<file path="config.mk">
export PLATFORM = sky130hd
export DESIGN_NAME = exception_sequencer
export DESIGN_NICKNAME = d
export VERILOG_FILES = /design/src/rtl/mips_pkg.sv /design/src/rtl/irq_sync.sv /design/src/rtl/exception_sequencer.sv
export SDC_FILE = /design/constraint.sdc
export NUM_CORES = 1
export LEC_CHECK = 0
export ABC_AREA = 1
export ABC_CLOCK_PERIOD_IN_PS = 2650
export BUFFER_PORTS_ARGS = -buffer_cell sky130_fd_sc_hd__buf_2
export CORE_MARGIN = 5
export CORE_UTILIZATION = 33
export DETAILED_ROUTE_END_ITERATION = 8
export HOLD_SLACK_MARGIN = 0.03
export PLACE_DENSITY_LB_ADDON = 0.15
export SLEW_MARGIN = 20
export SYNTH_ARGS = -nofsm -noshare
export SYNTH_HDL_FRONTEND = slang
export SYNTH_SLANG_ARGS = --single-unit
</file>
<file path="constraint.sdc">
create_clock -name clk -period 2.65 [get_ports clk]
set_clock_uncertainty 0.15 [all_clocks]
set_input_delay 0.6625 -clock clk [delete_from_list [all_inputs] [get_ports clk]]
set_output_delay 0.6625 -clock clk [all_outputs]
set_load 0.02 [all_outputs]
</file>
<file path="src/rtl/mips_pkg.sv">
// mips_pkg - shared encodings for the exception sequencer. Rev 1.0
`default_nettype none

package mips_pkg;

  localparam logic [1:0] ST_IDLE   = 2'd0;
  localparam logic [1:0] ST_DRAIN  = 2'd1;
  localparam logic [1:0] ST_VECTOR = 2'd2;
  localparam logic [1:0] ST_KERNEL = 2'd3;

  localparam logic [1:0] PCSEL_NORMAL = 2'b00;
  localparam logic [1:0] PCSEL_IRQ    = 2'b01;
  localparam logic [1:0] PCSEL_EXC    = 2'b10;

  localparam logic [31:0] IRQ_VECTOR = 32'h80000004;
  localparam logic [31:0] EXC_VECTOR = 32'h80000008;

  // IRQs resume the squashed ID instruction; exceptions skip past it.
  function automatic logic [31:0] epc_value(input logic cause_irq, input logic [31:0] pc);
    return cause_irq ? pc : pc + 32'd4;
  endfunction

endpackage

`default_nettype wire

</file>
<file path="src/rtl/irq_sync.sv">
// irq_sync - two-flop synchroniser for the external interrupt level. Rev 1.0
`default_nettype none

module irq_sync (
  input  logic clk,
  input  logic reset,
  input  logic d,
  output logic q
);

  logic [1:0] sync_ff;

  always_ff @(posedge clk) begin
    if (reset) sync_ff <= 2'b00;
    else       sync_ff <= {sync_ff[0], d};
  end

  assign q = sync_ff[1];

endmodule

`default_nettype wire

</file>
<file path="src/rtl/exception_sequencer.sv">
// exception_sequencer - IRQ/exception sequencing FSM; define IRQ_SYNC_EN for a
// two-flop interrupt synchroniser. Rev 1.0
`default_nettype none

module exception_sequencer
  import mips_pkg::*;
#(
  parameter int unsigned DRAIN_MAX = 7
) (
  input  logic        clk,
  input  logic        reset,
  input  logic        iInterrupt,
  input  logic        iUndefinedInst,
  input  logic        iKernelMode,
  input  logic        iBranchInFlight,
  input  logic        iLoadUseStall,
  input  logic [31:0] iID_PC,
  output logic [1:0]  oPCSel,
  output logic        oFlush_IF_ID,
  output logic        oFlush_ID_EX,
  output logic [31:0] oEPC,
  output logic        oEPCWrite,
  output logic        oIrqAck,
  output logic        oDoubleFault,
  output logic [1:0]  oState
);

  localparam logic [3:0] DRAIN_LAST = 4'(DRAIN_MAX - 1);

  logic [1:0]  state, state_next;
  logic        cause_irq, cause_irq_next;
  logic        irq_pending;
  logic [3:0]  drain_cnt;
  logic [31:0] epc_q;
  logic [31:0] epc_now;
  logic        double_fault;
  logic        irq_in;
  logic        blocker;
  logic        in_vector;

`ifdef IRQ_SYNC_EN
  irq_sync u_irq_sync (
    .clk   (clk),
    .reset (reset),
    .d     (iInterrupt),
    .q     (irq_in)
  );
`else
  assign irq_in = iInterrupt;
`endif

  assign blocker = iBranchInFlight | iLoadUseStall;
  assign epc_now = epc_value(cause_irq, iID_PC);

  always_ff @(posedge clk) begin
    if (reset) begin
      state     <= ST_IDLE;
      cause_irq <= 1'b0;
    end else begin
      state     <= state_next;
      cause_irq <= cause_irq_next;
    end
  end

  always_comb begin
    state_next     = state;
    cause_irq_next = cause_irq;
    case (state)
      ST_IDLE: begin
        if (iUndefinedInst) begin
          state_next     = ST_VECTOR;
          cause_irq_next = 1'b0;
        end else if (irq_pending) begin
          if (blocker) begin
            state_next = ST_DRAIN;
          end else begin
            state_next     = ST_VECTOR;
            cause_irq_next = 1'b1;
          end
        end
      end
      ST_DRAIN: begin
        if (iUndefinedInst) begin
          state_next     = ST_VECTOR;
          cause_irq_next = 1'b0;
        end else if (!blocker || drain_cnt == DRAIN_LAST) begin
          state_next     = ST_VECTOR;
          cause_irq_next = 1'b1;
        end
      end
      ST_VECTOR: state_next = ST_KERNEL;
      ST_KERNEL: if (!iKernelMode) state_next = ST_IDLE;
      default:   state_next = ST_IDLE;
    endcase
  end

  // Strobes are gated by reset so a reset landing mid-VECTOR emits nothing.
  always_comb begin
    in_vector    = (state == ST_VECTOR) && !reset;
    oPCSel       = PCSEL_NORMAL;
    oFlush_IF_ID = 1'b0;
    oFlush_ID_EX = 1'b0;
    oEPCWrite    = 1'b0;
    oIrqAck      = 1'b0;
    oEPC         = epc_q;
    if (in_vector) begin
      oPCSel       = cause_irq ? PCSEL_IRQ : PCSEL_EXC;
      oFlush_IF_ID = 1'b1;
      oFlush_ID_EX = 1'b1;
      oEPCWrite    = 1'b1;
      oIrqAck      = cause_irq;
      oEPC         = epc_now;
    end
  end

  always_ff @(posedge clk) begin
    if (reset) begin
      irq_pending  <= 1'b0;
      drain_cnt    <= 4'd0;
      epc_q        <= 32'd0;
      double_fault <= 1'b0;
    end else begin
      if (state == ST_VECTOR && cause_irq)  irq_pending <= 1'b0;
      else if (irq_in && !iKernelMode)      irq_pending <= 1'b1;
      if (state == ST_DRAIN && state_next == ST_DRAIN) drain_cnt <= drain_cnt + 4'd1;
      else                                             drain_cnt <= 4'd0;
      if (state == ST_VECTOR) epc_q <= epc_now;
      if (state == ST_KERNEL && iUndefinedInst) double_fault <= 1'b1;
    end
  end

  assign oDoubleFault = double_fault;
  assign oState       = state;

endmodule

`default_nettype wire
</file>
==> flow_results.xml, run 1 <==
<?xml version="1.0" encoding="UTF-8"?>
<metrics>
  <group name="run_status">
    <metric name="status" unit="">completed</metric>
  </group>
  <group name="detailed_routing">
    <metric name="drt-initial-drc-count" unit="">56</metric>
    <metric name="wl" unit="microns">7890</metric>
    <metric name="route.detailed.wl_per_inst" unit="microns">12.6</metric>
    <metric name="drtPass1Iterations" unit="">4</metric>
    <metric name="drc_errors" unit="">0</metric>
    <metric name="detailroute.via_count" unit="">2863</metric>
    <metric name="drtAntennaViolNets" unit="">0</metric>
    <metric name="detail_route.vias_per_cell" unit="">4.58</metric>
  </group>
  <group name="floorplanning">
    <metric name="fp.dieW" unit="microns">99.2</metric>
    <metric name="full_die_area" unit="sq um">9850</metric>
    <metric name="design.core.area" unit="sq um">7730</metric>
    <metric name="fp.dieH" unit="microns">99.2</metric>
    <metric name="floorplan.initialDensity" unit="%">34.0</metric>
    <metric name="io_count" unit="">80</metric>
    <metric name="row_count" unit="">32</metric>
  </group>
  <group name="logic_synthesis">
    <metric name="cells_after_synthesis" unit="">410</metric>
    <metric name="synthesis.area_per_instance" unit="sq um">6.41</metric>
    <metric name="syn_nets" unit="">452</metric>
    <metric name="synth_area" unit="sq um">2630</metric>
    <metric name="postSynthRegisterBits" unit="">41</metric>
    <metric name="synthDistinctLibCells" unit="">37</metric>
    <metric name="synth.yosys.seq_area_share" unit="%">31.2</metric>
    <metric name="synth.yosys.warnings" unit="">0</metric>
  </group>
  <group name="pwr">
    <metric name="power_frac_comb" unit="%">32.9</metric>
    <metric name="sequentialPowerShare" unit="%">37.9</metric>
    <metric name="leakage" unit="nW">1.86</metric>
    <metric name="sw_frac_of_total" unit="%">33.9</metric>
    <metric name="worst_vdd_ir" unit="uV">265</metric>
    <metric name="p_sw" unit="mW">0.613</metric>
    <metric name="power_density" unit="nW/um^2">464</metric>
    <metric name="p_int" unit="mW">1.19</metric>
    <metric name="power_frac_clock" unit="%">29.2</metric>
  </group>
  <group name="final_layout">
    <metric name="nets" unit="">564</metric>
    <metric name="drive_above_1_share" unit="%">37.3</metric>
    <metric name="area_growth_syn_to_layout" unit="%">48.3</metric>
    <metric name="final_util" unit="%">50.4</metric>
    <metric name="antenna_cells_inserted" unit="">0</metric>
  </group>
  <group name="global_routing">
    <metric name="antenna_found_initial" unit="">0</metric>
    <metric name="grt_first_pass_wirelength" unit="microns">12800</metric>
    <metric name="overall_overflow_remaining_after_global_route" unit="">0</metric>
    <metric name="gr-usage-all-layers" unit="%">15.9</metric>
    <metric name="grt_start_max_net_pins" unit="">24</metric>
    <metric name="via_count_of_the_first_global_routing_pass" unit="">2728</metric>
  </group>
  <group name="clock_tree">
    <metric name="tritoncts.num_buffers" unit="">5</metric>
    <metric name="ctsHtreeMaxLevel" unit="">2</metric>
    <metric name="cts.root.buffer_cell" unit="">sky130_fd_sc_hd__clkbuf_8</metric>
    <metric name="clockBufferDepth" unit="">2</metric>
    <metric name="clkSlewWorstSetupHoldPaths" unit="ps">90</metric>
    <metric name="clkSinkCount" unit="">41</metric>
    <metric name="cts_hold_buf" unit="">0</metric>
    <metric name="cts_tree" unit="">yes</metric>
    <metric name="clk-insertion-delay-late" unit="ps">300</metric>
  </group>
  <group name="sta">
    <metric name="period_needed" unit="ps">2630</metric>
    <metric name="slew_headroom" unit="%">47.6</metric>
    <metric name="grt_setup_unrepaired" unit="">yes</metric>
    <metric name="fin_tns_setup" unit="ps">0</metric>
    <metric name="final.period_utilization" unit="%">99.3</metric>
    <metric name="setup_viol" unit="">0</metric>
    <metric name="clock.fmax" unit="MHz">380</metric>
    <metric name="tightest_slew" unit="ps">786</metric>
    <metric name="hold_violations" unit="">0</metric>
    <metric name="slew_violations" unit="">0</metric>
    <metric name="finalWorstSetupSlack" unit="ps">18.0</metric>
  </group>
  <group name="place">
    <metric name="hpwl" unit="microns">5750</metric>
    <metric name="dp_worst_slack" unit="ps">-130</metric>
    <metric name="routabilityCongestion" unit="">0.859</metric>
    <metric name="numPortBuffers" unit="">79</metric>
  </group>
  <group name="worst_hold_path">
    <metric name="hold_class" unit="">flip-flop to flip-flop</metric>
    <metric name="number_of_cells_on_the_worst_hold_path" unit="">2</metric>
    <metric name="holdCritStartpoint" unit="">epc_q[27]$_SDFFE_PP0N_</metric>
  </group>
  <group name="flow_run">
    <metric name="maxCapViolCount" unit="">0</metric>
  </group>
  <group name="worst_setup_path">
    <metric name="rr_worst_depth" unit="">5</metric>
    <metric name="crit_start" unit="">iID_PC[3]</metric>
    <metric name="worst_setup_path_end_kind" unit="">output port</metric>
    <metric name="worstPathArrival" unit="ps">1820</metric>
    <metric name="critical_setup_path_class" unit="">input pin to output port</metric>
    <metric name="setup.worst_path.start_class" unit="">input pin</metric>
    <metric name="critPathMaxFanout" unit="">4</metric>
    <metric name="worst-endpoint-required" unit="ps">1840</metric>
    <metric name="rr_startpoint" unit="">oState[1]$_SDFF_PP0_</metric>
  </group>
</metrics>
-- path summary, 6_finish.rpt --
path,slack [ps],end
setup / recovery,20,oEPC[19]
hold / removal,310,epc_q[27]$_SDFFE_PP0N_
setup reg to reg,950,epc_q[20]$_SDFFE_PP0N_
hold reg to reg,310,epc_q[27]$_SDFFE_PP0N_
-- synthesized netlist by cell type (all sizes together) --
cell type	instances	area, sq um
nand3b	1	7.51
a21oi	7	35.0
clkbuf	2	7.51
or2	3	18.8
dfxtp	41	821
nand4	4	31.3
xor2	3	26.3
nor2	50	279
nor3	4	20.0
and3	1	6.26
nand3	41	248
a31o	1	8.76
clkinv	1	3.75
xnor2	1	8.76
ha	3	37.5
o21ai	55	275
o211ai	3	22.5
o21bai	4	30.0
nand2	109	419
buf	9	62.6
a211oi	1	7.51
inv	65	244
o21a	1	7.51
-- per-stage QoR --
step | hold slack, ps | power (mW) | std cells | cell area, sq um
3_3_place_gp | 287 | 1.17 | 605 | 3280
3_5_place_dp | 294 | 1.18 | 605 | 3280
2_1_floorplan | 276 | 0.987 | 410 | 2630
4_1_cts | 309 | 1.78 | 620 | 3660
6_report | 305 | 1.81 | 625 | 3900
5_1_grt | 316 | 1.92 | 625 | 3900
-- what timing repair did --
item                                   in CTS  in global routing
cloned                                      2                  0
pin swaps                                  16                 26
setup endpoints to repair                  27                 29
buffers inserted                            5                  5
endpoints found under the hold margin       0                  0
resized for setup                          45                 71
-- critical path, cell delays in order --
cell	delay, ps
sky130_fd_sc_hd__buf_8	80
sky130_fd_sc_hd__buf_4	110
sky130_fd_sc_hd__nand2_4	70
sky130_fd_sc_hd__nor2_8	150
sky130_fd_sc_hd__nand3_4	130
sky130_fd_sc_hd__nor2_4	160
sky130_fd_sc_hd__a21oi_1	70
sky130_fd_sc_hd__o21ai_1	120
sky130_fd_sc_hd__nand2_1	120
sky130_fd_sc_hd__buf_6	140
-- sequential cells by signal, summed over array words and instances (netlist names) --
signal and count:
oDoubleFault 1, drain_cnt 4, irq_pending 1, cause_irq 1, epc_q 32, oState 2
-- metal layers --
metal / wire length (microns) / global-route usage [%] / up-vias
met3: 456 / 3.72 / 2
met4: 40 / 3.26 / 0
met2: 3740 / 26.0 / 57
li1: - / - / 1534
met5: 0 / 0 / -
met1: 3650 / 21.3 / 1270
-- logic make-up (layout without fill, tap and decap cells) --
kind of cell,Yosys count,after routing,synth area share (%)
fa+ha+maj,3,3,1.43
xor+xnor,4,4,1.33
flops,41,41,31.2
buf+inv,77,190,12.1
compound gates,72,72,14.7
simple gates,213,213,39.2
-- layout make-up --
cell class / instances / area [sq um]
fillers: 791 / 3830
clock buffers: 5 / 68.8
repair buffers: 116 / 872
inverters: 66 / 258
multi-input cells: 292 / 1700
clock inverters: 3 / 46.3
well taps: 102 / 128
flip-flops and latches: 41 / 826
-- power by group through the flow --
stage / Combinational [mW] / Sequential (mW) / Clock (mW)
finish: 0.595 / 0.684 / 0.528
global route: 0.656 / 0.689 / 0.574
floorplan: 0.286 / 0.701 / 0
detailed placement: 0.478 / 0.699 / 0
CTS: 0.542 / 0.685 / 0.548
global placement: 0.474 / 0.698 / 0
-- cells in the final DEF (no fill, tap or decap), types with 5 or more instances in the layout --
cell type / count
sky130_fd_sc_hd__nor2_1: 25
sky130_fd_sc_hd__nor2_4: 16
sky130_fd_sc_hd__nand2_4: 6
sky130_fd_sc_hd__inv_1: 59
sky130_fd_sc_hd__a21oi_1: 7
sky130_fd_sc_hd__nand2_2: 9
sky130_fd_sc_hd__nand2_1: 94
sky130_fd_sc_hd__o21ai_1: 20
sky130_fd_sc_hd__buf_2: 54
sky130_fd_sc_hd__buf_6: 13
sky130_fd_sc_hd__nor2_2: 8
sky130_fd_sc_hd__dfxtp_1: 39
sky130_fd_sc_hd__buf_4: 42
sky130_fd_sc_hd__nand3_1: 27
sky130_fd_sc_hd__o21ai_0: 31
sky130_fd_sc_hd__clkbuf_8: 5
sky130_fd_sc_hd__nand3_2: 11
(Power assumes the default switching activity.)
==> inputs of run 2 (changes only) <==
Settings changed: CORE_ASPECT_RATIO from default to 0.8.
==> flow_results.xml, run 2 (same netlist as run 1, synthesis figures left out) <==
<?xml version="1.0" encoding="UTF-8"?>
<metrics>
  <group name="run_status">
    <metric name="status" unit="">completed</metric>
  </group>
  <group name="clock_tree">
    <metric name="clk-insertion-delay-late" unit="ps">300</metric>
    <metric name="clkSlewWorstSetupHoldPaths" unit="ps">90</metric>
    <metric name="cts_hold_buf" unit="">0</metric>
    <metric name="tritoncts.num_buffers" unit="">5</metric>
    <metric name="clkSinkCount" unit="">41</metric>
    <metric name="ctsHtreeMaxLevel" unit="">2</metric>
    <metric name="cts_tree" unit="">yes</metric>
    <metric name="clockBufferDepth" unit="">2</metric>
    <metric name="cts.root.buffer_cell" unit="">sky130_fd_sc_hd__clkbuf_8</metric>
  </group>
  <group name="final_layout">
    <metric name="number_of_flip_flops_under_the_largest_register_name" unit="">32</metric>
    <metric name="register_containing_the_most_flip_flops_in_the_final_layout" unit="">epc_q</metric>
    <metric name="most_frequent_cells_in_the_layout" unit="">90 x sky130_fd_sc_hd__nand2_1, 59 x sky130_fd_sc_hd__inv_1, 56 x sky130_fd_sc_hd__buf_2</metric>
    <metric name="nets" unit="">567</metric>
    <metric name="drive_above_1_share" unit="%">37.5</metric>
    <metric name="antenna_cells_inserted" unit="">0</metric>
    <metric name="area_growth_syn_to_layout" unit="%">48.7</metric>
    <metric name="finish.cell_count_without_fillers" unit="">634</metric>
    <metric name="layout.cells.most_common" unit="">sky130_fd_sc_hd__nand2_1</metric>
    <metric name="postLayoutCellArea" unit="sq um">3910</metric>
  </group>
  <group name="global_routing">
    <metric name="gr-usage-all-layers" unit="%">16.1</metric>
    <metric name="grt_start_max_net_pins" unit="">26</metric>
    <metric name="via_count_of_the_first_global_routing_pass" unit="">2726</metric>
    <metric name="grt_first_pass_wirelength" unit="microns">12900</metric>
    <metric name="overall_overflow_remaining_after_global_route" unit="">0</metric>
    <metric name="antenna_found_initial" unit="">0</metric>
  </group>
  <group name="worst_setup_path">
    <metric name="rr_startpoint" unit="">oState[1]$_SDFF_PP0_</metric>
    <metric name="worst-endpoint-required" unit="ps">1840</metric>
    <metric name="setup.worst_path.start_class" unit="">flip-flop</metric>
    <metric name="worst_setup_path_end_kind" unit="">output port</metric>
    <metric name="worstPathArrival" unit="ps">1810</metric>
    <metric name="critical_setup_path_class" unit="">flip-flop to output port</metric>
    <metric name="critPathMaxFanout" unit="">6</metric>
    <metric name="crit_start" unit="">oState[1]$_SDFF_PP0_</metric>
  </group>
  <group name="detailed_routing">
    <metric name="drc_errors" unit="">0</metric>
    <metric name="drt-initial-drc-count" unit="">149</metric>
    <metric name="route.detailed.wl_per_inst" unit="microns">12.8</metric>
    <metric name="drtAntennaViolNets" unit="">0</metric>
    <metric name="wl" unit="microns">8110</metric>
    <metric name="detailroute.via_count" unit="">2935</metric>
    <metric name="detail_route.vias_per_cell" unit="">4.63</metric>
    <metric name="routed.top_layer" unit="">met4</metric>
    <metric name="route.met2.wl" unit="microns">3540</metric>
    <metric name="drt-met1-wl" unit="microns">3910</metric>
    <metric name="met3_length" unit="microns">597</metric>
    <metric name="drtPass1Iterations" unit="">4</metric>
  </group>
  <group name="place">
    <metric name="hpwl" unit="microns">5820</metric>
    <metric name="routabilityCongestion" unit="">0.822</metric>
    <metric name="numPlacedInstances" unit="">607</metric>
    <metric name="numPortBuffers" unit="">79</metric>
    <metric name="post_detailed_placement_cell_area" unit="sq um">3260</metric>
    <metric name="dp_worst_slack" unit="ps">-95.1</metric>
  </group>
  <group name="pwr">
    <metric name="leakage" unit="nW">1.86</metric>
    <metric name="worst_vdd_ir" unit="uV">206</metric>
    <metric name="power_density" unit="nW/um^2">462</metric>
    <metric name="fin_total_pwr" unit="mW">1.81</metric>
  </group>
  <group name="floorplanning">
    <metric name="design.core.area" unit="sq um">7840</metric>
    <metric name="io_count" unit="">80</metric>
    <metric name="full_die_area" unit="sq um">9860</metric>
    <metric name="fp.dieH" unit="microns">89.8</metric>
    <metric name="floorplan.initialDensity" unit="%">33.5</metric>
    <metric name="row_count" unit="">29</metric>
    <metric name="fp.dieW" unit="microns">110</metric>
  </group>
  <group name="sta">
    <metric name="setup_viol" unit="">0</metric>
    <metric name="hold_ws" unit="ps">302</metric>
    <metric name="finalWorstSetupSlack" unit="ps">26.2</metric>
    <metric name="clock.fmax" unit="MHz">381</metric>
    <metric name="slew_headroom" unit="%">48.3</metric>
    <metric name="period_needed" unit="ps">2620</metric>
    <metric name="final.period_utilization" unit="%">99.0</metric>
    <metric name="tightest_slew" unit="ps">774</metric>
    <metric name="hold_violations" unit="">0</metric>
    <metric name="grt_setup_unrepaired" unit="">yes</metric>
    <metric name="slew_violations" unit="">0</metric>
  </group>
  <group name="worst_hold_path">
    <metric name="holdCritStartpoint" unit="">epc_q[18]$_SDFFE_PP0N_</metric>
    <metric name="hold_class" unit="">flip-flop to flip-flop</metric>
  </group>
  <group name="flow_run">
    <metric name="maxCapViolCount" unit="">0</metric>
  </group>
</metrics>
## run 2: changes by cell type in the layout (fill, tap and decap cells not counted), sizes merged
cell / change
inv: -1
clkbuf: +2
clkinv: +1
buf: +1
## run 2: area by class of cell
| class | instances | area [sq um] |
|---|---|---|
| multi-input combinational | 292 | 1690 |
| clock inverter | 3 | 46.3 |
| timing repair buffer | 119 | 885 |
| inverter | 66 | 258 |
| sequential | 41 | 826 |
| tap | 108 | 135 |
| clock buffer | 5 | 68.8 |
| fill | 814 | 3930 |
## run 2: final timing paths
check,to,slack [ps],cells past startpoint
setup / recovery,oEPC[8],30,10
hold / removal,epc_q[18]$_SDFFE_PP0N_,300,2
setup reg to reg,epc_q[25]$_SDFFE_PP0N_,890,11
hold reg to reg,epc_q[18]$_SDFFE_PP0N_,300,2
## run 2: timing repair
item / 4_1_cts / 5_1_grt
buffers inserted: 2 / 14
cloned: 1 / 3
gates resized for setup: 36 / 71
setup endpoints to repair: 26 / 31
pin swaps: 17 / 26
## run 2: stage by stage
stage | util (%) | TNS [ps]
2_1_floorplan | - | 0
5_1_grt | 49.9 | -999
4_1_cts | 45.3 | -71.4
3_5_place_dp | 41.6 | -1330
3_3_place_gp | 41.6 | -919
6_report | 49.9 | 0
## run 2: report_power, final
group	total (mW)	internal, mW	leakage (nW)	switching [mW]
clock network	0.524	0.282	0.0543	0.242
registers	0.687	0.665	0.335	0.0218
logic	0.594	0.246	1.47	0.349
## run 2: metal layers
metal  global-route usage (%)  vias up
met2                     24.5       86
met3                     4.01       12
met1                     22.8     1302
met4                     3.32        0
met5                        0        -
li1                         -     1535
## run 2: critical path, cell delays in order (launching register included)
cell                        delay (ps)
sky130_fd_sc_hd__dfxtp_4           370
sky130_fd_sc_hd__inv_4              40
sky130_fd_sc_hd__nor2_4            140
sky130_fd_sc_hd__inv_2              60
sky130_fd_sc_hd__nor2_4            150
sky130_fd_sc_hd__buf_6             150
sky130_fd_sc_hd__buf_12            100
sky130_fd_sc_hd__clkbuf_16         130
sky130_fd_sc_hd__o211ai_1          110
sky130_fd_sc_hd__o21ai_1           100
sky130_fd_sc_hd__buf_4             160
